## config.mk

```make
export PLATFORM = sky130hd
export DESIGN_NAME = param_simple_processor_flat
export DESIGN_NICKNAME = d
export VERILOG_FILES = /design/src/rtl/param_simple_processor_if.sv /design/src/rtl/param_simple_processor.sv /design/src/flat_wrapper.sv
export SDC_FILE = /design/constraint.sdc
export NUM_CORES = 1
export LEC_CHECK = 0
export CAP_MARGIN = 20
export CORE_MARGIN = 5
export CORE_UTILIZATION = 60
export CTS_BUF_LIST = sky130_fd_sc_hd__clkbuf_4
export CTS_CLUSTER_DIAMETER = 200
export DETAILED_ROUTE_END_ITERATION = 10
export GPL_TIMING_DRIVEN = 0
export PLACE_DENSITY = 0.78
export SLEW_MARGIN = 20
export SYNTH_ARGS = -nofsm -noshare
export SYNTH_HDL_FRONTEND = slang
export SYNTH_SLANG_ARGS = --single-unit
```

## constraint.sdc

```tcl
create_clock -name Clock -period 12.26 [get_ports Clock]
set_clock_uncertainty 0.15 [all_clocks]
set_input_delay 2.452 -clock Clock [delete_from_list [all_inputs] [get_ports Clock]]
set_output_delay 2.452 -clock Clock [all_outputs]
set_load 0.005 [all_outputs]
```

## src/rtl/param_simple_processor_if.sv

```systemverilog
// Handshake/bus bundle for param_simple_processor: instruction request,
// instruction/immediate word, observable bus, completion strobe and flags.
interface param_simple_processor_if #(
  parameter int WIDTH = 9
);
  logic             Run;
  logic [WIDTH-1:0] DIN;
  logic [WIDTH-1:0] Bus;
  logic             Done;
  logic             Zflag;
  logic             Cflag;

  modport master (
    output Run,
    output DIN,
    input  Bus,
    input  Done,
    input  Zflag,
    input  Cflag
  );

  modport slave (
    input  Run,
    input  DIN,
    output Bus,
    output Done,
    output Zflag,
    output Cflag
  );
endinterface

```

## src/rtl/param_simple_processor.sv

```systemverilog
// Small multi-cycle processor: eight general registers, accumulator A,
// result register G and a 9-bit instruction register. Moves complete in
// T1; ALU operations go through T1 (latch X into A), T2 (compute into G and
// update flags) and T3 (write G back to X). Every transfer goes over Bus.
module param_simple_processor #(
  parameter int WIDTH = 9
) (
  input  logic                   Clock,
  input  logic                   Resetn,
  param_simple_processor_if.slave io
);

  typedef enum logic [1:0] {T0, T1, T2, T3} state_t;

  typedef enum logic [2:0] {
    OP_MV   = 3'b000,
    OP_MVI  = 3'b001,
    OP_ADD  = 3'b010,
    OP_SUB  = 3'b011,
    OP_AND  = 3'b100,
    OP_OR   = 3'b101,
    OP_XOR  = 3'b110,
    OP_MVNZ = 3'b111
  } opcode_t;

  state_t           state_q, state_d;
  logic [8:0]       ir_q;
  logic [WIDTH-1:0] regs_q [8];
  logic [WIDTH-1:0] a_q;
  logic [WIDTH-1:0] g_q;
  logic             z_q;
  logic             c_q;

  opcode_t          op;
  logic [2:0]       rx;
  logic [2:0]       ry;

  logic [WIDTH-1:0] busVal;
  logic             doneVal;
  logic             irLoad;
  logic             rxWrite;
  logic             aLoad;
  logic             gLoad;

  logic [WIDTH:0]   sumFull;
  logic [WIDTH-1:0] aluRes;
  logic             aluCarry;
  logic             carryUpd;

  assign op = opcode_t'(ir_q[8:6]);
  assign rx = ir_q[5:3];
  assign ry = ir_q[2:0];

  // State register; reset always returns the sequencer to fetch.
  always_ff @(posedge Clock or negedge Resetn) begin
    if (!Resetn) begin
      state_q <= T0;
    end else begin
      state_q <= state_d;
    end
  end

  // Next-state, bus driver selection and register-enable decode.
  always_comb begin
    state_d = state_q;
    busVal  = '0;
    doneVal = 1'b0;
    irLoad  = 1'b0;
    rxWrite = 1'b0;
    aLoad   = 1'b0;
    gLoad   = 1'b0;
    case (state_q)
      T0: begin
        if (io.Run) begin
          irLoad  = 1'b1;
          state_d = T1;
        end
      end
      T1: begin
        case (op)
          OP_MV: begin
            busVal  = regs_q[ry];
            rxWrite = 1'b1;
            doneVal = 1'b1;
            state_d = T0;
          end
          OP_MVI: begin
            busVal  = io.DIN;
            rxWrite = 1'b1;
            doneVal = 1'b1;
            state_d = T0;
          end
          OP_MVNZ: begin
            busVal  = regs_q[ry];
            rxWrite = (g_q != '0);
            doneVal = 1'b1;
            state_d = T0;
          end
          default: begin
            busVal  = regs_q[rx];
            aLoad   = 1'b1;
            state_d = T2;
          end
        endcase
      end
      T2: begin
        busVal  = regs_q[ry];
        gLoad   = 1'b1;
        state_d = T3;
      end
      T3: begin
        busVal  = g_q;
        rxWrite = 1'b1;
        doneVal = 1'b1;
        state_d = T0;
      end
      default: begin
        state_d = T0;
      end
    endcase
  end

  // ALU: A against the bus (RY in T2); carry only meaningful for add/sub.
  always_comb begin
    sumFull  = {1'b0, a_q} + {1'b0, busVal};
    aluRes   = '0;
    aluCarry = 1'b0;
    carryUpd = 1'b0;
    case (op)
      OP_ADD: begin
        aluRes   = sumFull[WIDTH-1:0];
        aluCarry = sumFull[WIDTH];
        carryUpd = 1'b1;
      end
      OP_SUB: begin
        aluRes   = a_q - busVal;
        aluCarry = (a_q >= busVal);
        carryUpd = 1'b1;
      end
      OP_AND:  aluRes = a_q & busVal;
      OP_OR:   aluRes = a_q | busVal;
      OP_XOR:  aluRes = a_q ^ busVal;
      default: aluRes = '0;
    endcase
  end

  // Datapath registers: IR, register file, A, G and the flags.
  always_ff @(posedge Clock or negedge Resetn) begin
    if (!Resetn) begin
      ir_q <= '0;
      for (int i = 0; i < 8; i++) begin
        regs_q[i] <= '0;
      end
      a_q <= '0;
      g_q <= '0;
      z_q <= 1'b0;
      c_q <= 1'b0;
    end else begin
      if (irLoad) begin
        ir_q <= io.DIN[8:0];
      end
      if (rxWrite) begin
        regs_q[rx] <= busVal;
      end
      if (aLoad) begin
        a_q <= busVal;
      end
      if (gLoad) begin
        g_q <= aluRes;
        z_q <= (aluRes == '0);
        if (carryUpd) begin
          c_q <= aluCarry;
        end
      end
    end
  end

  assign io.Bus   = busVal;
  assign io.Done  = doneVal;
  assign io.Zflag = z_q;
  assign io.Cflag = c_q;

endmodule

```

## src/flat_wrapper.sv

```systemverilog
// flat-port wrapper written by rule: the top's interface ports become plain ports
module param_simple_processor_flat 
#(
  parameter int WIDTH = 9
)
  (Clock, Resetn, io_Run, io_DIN, io_Bus, io_Done, io_Zflag, io_Cflag);
  param_simple_processor_if #(.WIDTH(WIDTH)) io_i ();
  input  logic Clock;
  input  logic Resetn;
  input wire logic [$bits(io_i.Run)-1:0] io_Run;
  input wire logic [$bits(io_i.DIN)-1:0] io_DIN;
  output wire logic [$bits(io_i.Bus)-1:0] io_Bus;
  output wire logic [$bits(io_i.Done)-1:0] io_Done;
  output wire logic [$bits(io_i.Zflag)-1:0] io_Zflag;
  output wire logic [$bits(io_i.Cflag)-1:0] io_Cflag;
  assign io_i.Run = io_Run;
  assign io_i.DIN = io_DIN;
  assign io_Bus = io_i.Bus;
  assign io_Done = io_i.Done;
  assign io_Zflag = io_i.Zflag;
  assign io_Cflag = io_i.Cflag;
  param_simple_processor #(.WIDTH(WIDTH)) u_core (.Clock(Clock), .Resetn(Resetn), .io(io_i));
endmodule
```

==> Word level (Yosys, flattened, before mapping) <==
Cells that the tools add are included.
{ "op_classes": {"add_sub_neg": 2, "n_lt_le_gt_ge": 4, "n_eq_ne": 11, "mux": 26, "bitwise_logic": 5, "reduce_logical": 10} }
{ "ops": {"columns": ["op", "n"], "rows": [
  ["$bwmux 72", 1],
  ["$bmux 9 s3", 2],
  ["$mux 9", 5],
  ["$pmux 9 s5", 1],
  ["$demux 9 s3", 1],
  ["$pmux 9 s3", 1],
  ["$pmux 9 s2", 1],
  ["$eq 3x3->1 const B", 4],
  ["$add 9x9->10", 1],
  ["$and 9x9->9", 1],
  ["$ge 9x9->1", 1],
  ["$logic_not 9->1", 1],
  ["$or 9x9->9", 1],
  ["$reduce_bool 9->1", 1],
  ["$sub 9x9->9", 1],
  ["$xor 9x9->9", 1],
  ["$ge 4x4->1 const B", 2],
  ["$not 3->4", 2],
  ["$pmux 1 s2", 4],
  ["$pmux 2 s4", 1],
  ["$mux 1", 7],
  ["$eq 3x2->1 const B", 2],
  ["$reduce_or 2->1", 3],
  ["$eq 2x2->1 const B", 2],
  ["10 further kinds", 11]
]} }
{ "word_totals": {"reg_bits": 103, "inputBits": 12, "out_inout_bits": 12, "wordCells": 72} }

==> Longest topological paths before layout <==
Gate-level depths: netlist (run 1).
{ "depth": {"depth_word": 9, "mapped_depth": 18, "mapped_depth_nobuf": 16} }

==> Least setup slack after synthesis (run 1) <==
Ideal clock, no wire load.
{ "synth_path": {"path_type": "input port to output port", "from": "input io_DIN[1]", "to": "output io_Bus[1]", "t_arrival_ps": 3170, "required_ps": 9658, "setup_slack_ps": 6488, "cell_stages": 4, "n_path_buf": 0, "path_cell_list": "a22oi_1 o21ai_1 a21oi_2 inv_2"} }
{ "synth_between": {"elab_chain_cells": 2} }
{ "synth_rtl": {"columns": ["item", "line_no", "source"], "rows": [
  ["start: declaration", "flat_wrapper.sv:11", "input wire logic [$bits(io_i.DIN)-1:0] io_DIN;"],
  ["$pmux 9 s2", "param_simple_processor.sv:80", "case (op)"],
  ["$pmux 9 s3", "param_simple_processor.sv:72", "case (state_q)"],
  ["end: declaration", "flat_wrapper.sv:12", "output wire logic [$bits(io_i.Bus)-1:0] io_Bus;"]
]} }
No other way between the ends.

==> Worst setup path in the final report (run 1) <==
Same ends and word-level chain as after synthesis.

==> results.toml, run 1 <==
[drt]
vias_per_cell = 6.62
wl_per_cell_um = 22.8
dr_total_vias = 5650
drt-total-wl_um = 19500
drt_pass1_iterations = 5
drtIter0Drc = 752
drtAntennaViolNets = 0
drc = 0

[timing]
tightest_slew_ns = 0.906
finalHoldViolations = 0
setup-violations-final = 0
fin_crit_sh_pct = 57.1
finalCriticalPeriod_ns = 7.00
finalMaxSlewViolations = 0
hold_slack_ns = 0.358
fin_setup_tns_ns = 0
rsz0062_at_grt = "no"
max_freq_mhz = 143
worst_slew_margin_rel_pct = 38.1

[floorplan]
die_w_um = 115
num_rows = 38
start_util_pct = 61.1
core_mm2 = 0.0108
io_pins = 24
die_area_mm2 = 0.0132
die_h_um = 115

[synth]
synth_area_leaders = "dfrtp_1, mux4_2, a21oi_1, ha_1, mux2_2"
syn_nets = 717
synth.distinct_cells = 62
yosysSeqAreaShare_pct = 38.9
synth_largest_area_cell = "dfrtp_1"
ys_seq_elements = 103
yosysMostFrequentCell = "dfrtp_1"
synthFlopType = "dfrtp_1"
async_reset_ff_share_pct = 100
syn_area_mm2 = 0.00662
avgSynthCellArea_um2 = 9.82
netlist_instances = 674
ys_top_cells_by_count = "dfrtp_1, nor2_1, a21oi_1"
yosysWarnings = 0
synthDominantCellAreaShare_pct = 38.9
synth_edf_count = 0

[placed_design]
port_buffers = 23
gp_congestion = 0.923
dp_hpwl_um = 14200
dp_cells = 838

[clocking]
cts_tree = "built"
postCtsSetupRepairBufs = 0
holdBufCountCts = 0
path_clk_slew_ns = 0.17
numCtsBuffers = 9
h-tree-depth = 3
root_buffer = "clkbuf_4"
clk_path_buf_depth = 2
clock_latency_ns = 0.50
cts_resized = 0
cts_sinks = 103

[final_layout]
areaGrowthSynthToFinish_pct = 8.75
layout-drive-gt1-share_pct = 17.0
final_cells = 853
nets = 752
fin_util_pct = 66.4
diodes = 0

[global_route]
grt_pass1_wl_um = 30700
track_usage_pct = 30.8
antenna_found_initial = 0
met3_usage_pct = 6.26
grt_overflow_total = 0
use_met2_pct = 50.1
grt_pass1_vias = 5569
grt_max_degree = 63
grt.busiest_layer = "met2"
use_met1_pct = 39.1

[critical_path]
r2r-end = "u_core.io.Zflag"
worstPathRequired_ns = 9.66
r2r_cells = 16
critPathCaptureType = "primary output"
crit_fanout = 12
arrival_ns = 4.40
r2r_slack_ns = 6.92
critPathKind = "primary input to primary output"
worstSetupStartpointType = "primary input"
r2r-start = "u_core.ir_q[1]"

[worst_hold_path]
worstHoldStart = "u_core.io.Zflag"
whs_path_depth = 2
min_path_type = "flop to flop"
hold_path_end = "u_core.io.Zflag"

[job]
drv_cap = 0

[outcome]
outcome = "finished clean"
cells by family (layout without fill, tap and decap cells):
logic type      count (synthesis)  after routing  synth area share (%)
fa+ha+maj                      31             31                  6.08
flops                         103            103                  38.9
mux                            70             70                  16.9
xor+xnor                        6              6                 0.794
buf+inv                        69            108                  4.27
simple gates                  203            203                  15.2
compound gates                192            192                  17.9
worst max-delay path by stage:
stage	from	end	slack (ns)
floorplan	io_DIN[1]	io_Bus[1]	6.49
detailed placement	io_DIN[1]	io_Bus[1]	5.27
global route	io_DIN[1]	io_Bus[1]	5.13
finish	io_DIN[1]	io_Bus[1]	5.26
CTS	io_DIN[1]	io_Bus[1]	5.27
global placement	Resetn	u_core.regs_q[45]	4.75
metal layers:
metal | vias up | share of wire (%)
li1 | 2519 | -
met1 | 2740 | 38
met2 | 304 | 48
met3 | 87 | 7.4
met4 | 0 | 5.6
met5 | - | 0
layout make-up:
cell class	count	area (um2)
Fill cell	861	3640
Buffer	43	185
Clock inverter	6	77.6
Multi-Input combinational cell	502	3760
Sequential cell	103	2580
Timing Repair Buffer	24	259
Tap cell	140	175
Clock buffer	9	67.6
Inverter	26	97.6
cells in the final DEF, fill, tap and decap left out, types with 12 or more instances in the layout:
cell type	n
buf_2	12
a21oi_1	78
clkdlybuf4s50_1	22
nand2_1	41
nand2b_1	19
mux2_2	32
clkbuf_1	22
o21ai_0	19
mux4_2	30
ha_1	29
dfrtp_1	103
nor2_1	80
nor2b_1	13
o21ai_1	16
inv_1	16
worst max-delay path, stage by stage:
cell             delay, ns
clkdlybuf4s50_1       0.43
a22oi_1               0.20
o21ai_1               0.10
a21oi_2               0.60
inv_2                 0.13
clkdlybuf4s50_1       0.48
through the flow:
step	cell area (um2)	worst slack, ns
final	7200	5.26
after floorplan	6620	6.49
after global placement	7030	4.75
after detailed placement	7060	5.27
after global routing	7200	5.13
after CTS	7200	5.27
sequential cells by signal (all words and copies together), names as in the netlist, named ones only:
register,count
u_core.a_q,9
u_core.g_q,9
u_core.io.Zflag,1
u_core.ir_q,9
u_core.regs_q,72
u_core.io.Cflag,1
u_core.state_q,1
Power of run 1 is not shown: default switching activity piles up to over one toggle a cycle in this logic, so the estimate is an artifact.
==> inputs of run 2 (changes only) <==
--- a/config.mk
+++ b/config.mk
@@ -7,12 +7,12 @@
 export LEC_CHECK = 0
 export CAP_MARGIN = 20
 export CORE_MARGIN = 5
-export CORE_UTILIZATION = 60
+export CORE_UTILIZATION = 58
 export CTS_BUF_LIST = sky130_fd_sc_hd__clkbuf_4
 export CTS_CLUSTER_DIAMETER = 200
 export DETAILED_ROUTE_END_ITERATION = 10
 export GPL_TIMING_DRIVEN = 0
-export PLACE_DENSITY = 0.78
+export PLACE_DENSITY = 0.79
 export SLEW_MARGIN = 20
 export SYNTH_ARGS = -nofsm -noshare
 export SYNTH_HDL_FRONTEND = slang
==> constraint.sdc (replaced) <==
create_clock -name Clock -period 6.4 [get_ports Clock]
set_clock_uncertainty 0.15 [all_clocks]
set_input_delay 1.28 -clock Clock [delete_from_list [all_inputs] [get_ports Clock]]
set_output_delay 1.28 -clock Clock [all_outputs]
set_load 0.005 [all_outputs]
==> run 2 against run 1 <==
Sequential share of layout area up 0.14 points. Die area up 3.1%. Global-route usage down 1.9 points. Hold slack better by 0.018 ns. Critical endpoint is now u_core.io.Zflag. Core utilization down 3.1 points. Cell count up 0.47%. Flip-flop and latch count unchanged. Non-clock buffer count unchanged. Wire length down 2.6%.
==> results.toml, run 2 (synthesized netlist as in run 1, its figures left out) <==
[timing]
finalMaxSlewViolations = 0
tightest_slew_ns = 0.882
rsz0062_at_grt = "no"
setup-violations-final = 0
fin_crit_sh_pct = 85.2
finalCriticalPeriod_ns = 5.46
fin_setup_tns_ns = 0
max_freq_mhz = 183
worst_slew_margin_rel_pct = 39.7
finalHoldViolations = 0

[critical_path]
crit_fanout = 11
r2r_cells = 16
r2r_slack_ns = 0.94
r2r-end = "u_core.io.Zflag"
arrival_ns = 5.70
endpoint = "u_core.io.Zflag"
critPathCaptureType = "flop"
critPathKind = "flop to flop"
critPathLaunch = "u_core.ir_q[1]"
r2r-start = "u_core.ir_q[1]"
worstSetupStartpointType = "flop"
worstPathRequired_ns = 6.64

[global_route]
grt_max_degree = 59
grt_pass1_wl_um = 30000
grt_pass1_vias = 5637
track_usage_pct = 28.9
antenna_found_initial = 0
grt_overflow_total = 0

[drt]
wl_per_cell_um = 22.2
drt_pass1_iterations = 6
drtAntennaViolNets = 0
drt-total-wl_um = 19000
drtIter0Drc = 731
dr_total_vias = 5745
vias_per_cell = 6.70
drc = 0

[clocking]
clock_latency_ns = 0.48
cts_tree = "built"
numCtsBuffers = 9
h-tree-depth = 3
holdBufCountCts = 0
cts_resized = 0
root_buffer = "clkbuf_4"
path_clk_slew_ns = 0.15
clk_path_buf_depth = 2
cts_sinks = 103
postCtsSetupRepairBufs = 0

[floorplan]
num_rows = 39
die_w_um = 117
die_area_mm2 = 0.0137
die_h_um = 117
start_util_pct = 58.5
core_mm2 = 0.0113
io_pins = 24

[final_layout]
layout-drive-gt1-share_pct = 16.9
nets = 752
largest_reg_flops = 72
diodes = 0
final_cell_mix = "dfrtp_1, nor2_1, a21oi_1, nand2_1, mux2_2"
regMostFlops = "u_core.regs_q"
layout_commonest_cell = "dfrtp_1"
areaGrowthSynthToFinish_pct = 8.31
n_fill_cell = 947

[placed_design]
port_buffers = 23
gp_congestion = 0.994
dp_hpwl_um = 13900

[outcome]
outcome = "finished clean"

[worst_hold_path]
min_path_type = "flop to flop"

[job]
drv_cap = 0
run 2: changes by cell type in the layout (fill, tap and decap cells not counted), sizes merged:
cell	change
bufinv	-1
clkbuf	+1
clkinv	+2
clkinvlp	+2
inv	-3
run 2: routing by layer:
layer,GRT usage [%],up-vias,share of wire (%)
li1,-,2518,-
met1,35.5,2795,38
met2,49.1,344,50
met3,5.09,88,7.5
met4,14.4,0,4.5
met5,0,-,0
run 2: area by class of cell:
cell class,instances,area (um2),area share [%]
well taps,143,179,2.49
multi-input cells,502,3760,52.4
flip-flops and latches,103,2580,35.9
clock buffers,10,75.1,1.05
plain buffers,43,185,2.58
inverters,26,97.6,1.36
clock inverters,6,37.5,0.523
repair buffers,24,259,3.61
run 2: worst min path at each step:
stage,from,end,slack (ns),cells past startpoint
after global routing,u_core.g_q[3],u_core.g_q[3],0.40,2
after global placement,u_core.io.Zflag,u_core.io.Zflag,0.33,2
final,u_core.io.Zflag,u_core.io.Zflag,0.38,2
after detailed placement,u_core.io.Zflag,u_core.io.Zflag,0.34,2
after floorplan,u_core.g_q[3],u_core.g_q[3],0.31,2
after CTS,u_core.io.Zflag,u_core.io.Zflag,0.37,2
run 2: through the flow:
step                instance area (um2)  hold slack (ns)  utilization, %  setup slack [ns]  instances
floorplan                          6620            0.311               -              2.26        674
global placement                   7030            0.335            62.1             0.219        840
detailed placement                 7060            0.339            62.4              1.22        841
CTS                                7170            0.371            63.4              1.16        857
global route                       7170            0.403            63.4             0.854        857
finish                             7170            0.376            63.4             0.945        857
run 2: worst max-delay path: stages, from the launching register on:
cell and delay (ns):
dfrtp_1 0.35, clkbuf_2 0.29, buf_1 0.69, mux4_2 0.42, mux2_2 0.32, o211ai_1 0.17, o21ai_1 0.12, nor2_4 0.32
ha_1 0.29, clkbuf_1 0.23, or4_1 0.53, a211oi_1 0.43, or4_1 0.18, a21oi_1 0.06, a211oi_1 0.44, nand4_1 0.15
o31ai_1 0.22
Power of run 2 is left out for the same reason.
==> inputs of run 3 (changes only) <==
--- a/config.mk
+++ b/config.mk
@@ -7,12 +7,12 @@
 export LEC_CHECK = 0
 export CAP_MARGIN = 20
 export CORE_MARGIN = 5
-export CORE_UTILIZATION = 58
+export CORE_UTILIZATION = 55
 export CTS_BUF_LIST = sky130_fd_sc_hd__clkbuf_4
 export CTS_CLUSTER_DIAMETER = 200
 export DETAILED_ROUTE_END_ITERATION = 10
 export GPL_TIMING_DRIVEN = 0
-export PLACE_DENSITY = 0.79
+export PLACE_DENSITY = 0.76
 export SLEW_MARGIN = 20
 export SYNTH_ARGS = -nofsm -noshare
 export SYNTH_HDL_FRONTEND = slang
==> run 3 against run 2 <==
Core utilization is 2.7 points lower. First-iteration DRC count is 2.5% lower. Wire length about the same. Via count decreased by 2.6%. Flip-flop and latch count stayed put. Register-to-register slack improved by 0.03 ns.
==> results.toml, run 3 (synthesized netlist as in run 1, its figures left out) <==
[drt]
drt-total-wl_um = 19000
drt_pass1_iterations = 6
wl_per_cell_um = 22.1
drtAntennaViolNets = 0
drtIter0Drc = 713
vias_per_cell = 6.50
dr_total_vias = 5594
drc = 0

[timing]
max_freq_mhz = 184
setup-violations-final = 0
finalMaxSlewViolations = 0
finalCriticalPeriod_ns = 5.42
finalHoldViolations = 0
fin_setup_tns_ns = 0
worst_slew_margin_rel_pct = 36.1
fin_crit_sh_pct = 84.7
rsz0062_at_grt = "no"
tightest_slew_ns = 0.934

[critical_path]
critPathKind = "flop to flop"
critPathCaptureType = "flop"
critPathLaunch = "u_core.ir_q[1]"
r2r-start = "u_core.ir_q[1]"
worstSetupStartpointType = "flop"
worstPathRequired_ns = 6.63
arrival_ns = 5.65
crit_fanout = 11
r2r_cells = 16

[final_layout]
areaGrowthSynthToFinish_pct = 9.09
largest_reg_flops = 72
regArea_mm2 = 0.00258
stdcell_area_mm2 = 0.00722
layout-drive-gt1-share_pct = 16.8
n_fill_cell = 1018
layout_commonest_cell = "dfrtp_1"
final_cell_mix = "dfrtp_1, nor2_1, a21oi_1, nand2_1, mux2_2"
regMostFlops = "u_core.regs_q"
nets = 752
multi_input_area_mm2 = 0.00376
diodes = 0

[clocking]
numCtsBuffers = 9
clock_latency_ns = 0.47
path_clk_slew_ns = 0.15
postCtsSetupRepairBufs = 0
h-tree-depth = 3
cts_sinks = 103
root_buffer = "clkbuf_4"
clk_path_buf_depth = 2
holdBufCountCts = 0
cts_resized = 0
cts_tree = "built"

[floorplan]
die_h_um = 120
die_area_mm2 = 0.0143
die_w_um = 120
core_mm2 = 0.0119
num_rows = 40
io_pins = 24
start_util_pct = 55.6

[job]
drv_cap = 0

[global_route]
grt_overflow_total = 0
track_usage_pct = 27.1
grt_max_degree = 57
grt_pass1_wl_um = 30300
antenna_found_initial = 0
grt_pass1_vias = 5693

[outcome]
outcome = "finished clean"

[placed_design]
gp_congestion = 0.988
port_buffers = 23
place_area_mm2 = 0.00706
dp_hpwl_um = 14100

[worst_hold_path]
whs_path_depth = 2
worstHoldStart = "u_core.io.Zflag"
min_path_type = "flop to flop"
run 3: final timing paths:
kind                            slack [ns]                 to
min in group asynchronous             0.58      u_core.a_q[2]
worst min register to register        0.37    u_core.io.Zflag
max in group asynchronous             4.90  u_core.regs_q[51]
worst max register to register        0.98    u_core.io.Zflag
worst max-delay path                  0.98    u_core.io.Zflag
worst min-delay path                  0.37    u_core.io.Zflag
run 3: worst max-delay path: stages (launching register included):
cell and delay [ns]:
dfrtp_1 0.35, clkbuf_2 0.31, buf_1 0.67, mux4_2 0.41
mux2_2 0.32, o211ai_1 0.17, o21ai_1 0.13, nor2_4 0.30
ha_1 0.29, clkbuf_1 0.25, or4_1 0.54, a211oi_1 0.40
or4_1 0.18, a21oi_1 0.07, a211oi_1 0.44, nand4_1 0.14
o31ai_1 0.22
run 3: per-layer routing:
metal  track usage [%]  wire length, um  vias up
met1              33.1             7260     2723
met4              16.0             1070        0
met3              2.92             1170       78
li1                  -                -     2522
met5                 0                0        -
met2              46.5             9510      271
run 3: area by class of cell:
class,count,area share [%]
clock buffer,10,1.04
sequential,103,35.7
clock inverter,6,1.16
inverter,26,1.35
multi-input combinational,502,52.1
buffer,43,2.56
timing repair buffer,24,3.59
tap,147,2.55
run 3: through the flow:
stage | std cells | util, % | hold slack (ns) | worst slack (ns)
floorplan | 674 | - | 0.311 | 2.26
global placement | 844 | 59.1 | 0.339 | 0.225
detailed placement | 845 | 59.3 | 0.339 | 1.10
CTS | 861 | 60.6 | 0.371 | 1.09
global route | 861 | 60.6 | 0.398 | 0.747
finish | 861 | 60.6 | 0.372 | 0.979
Power of run 3 is left out for the same reason.
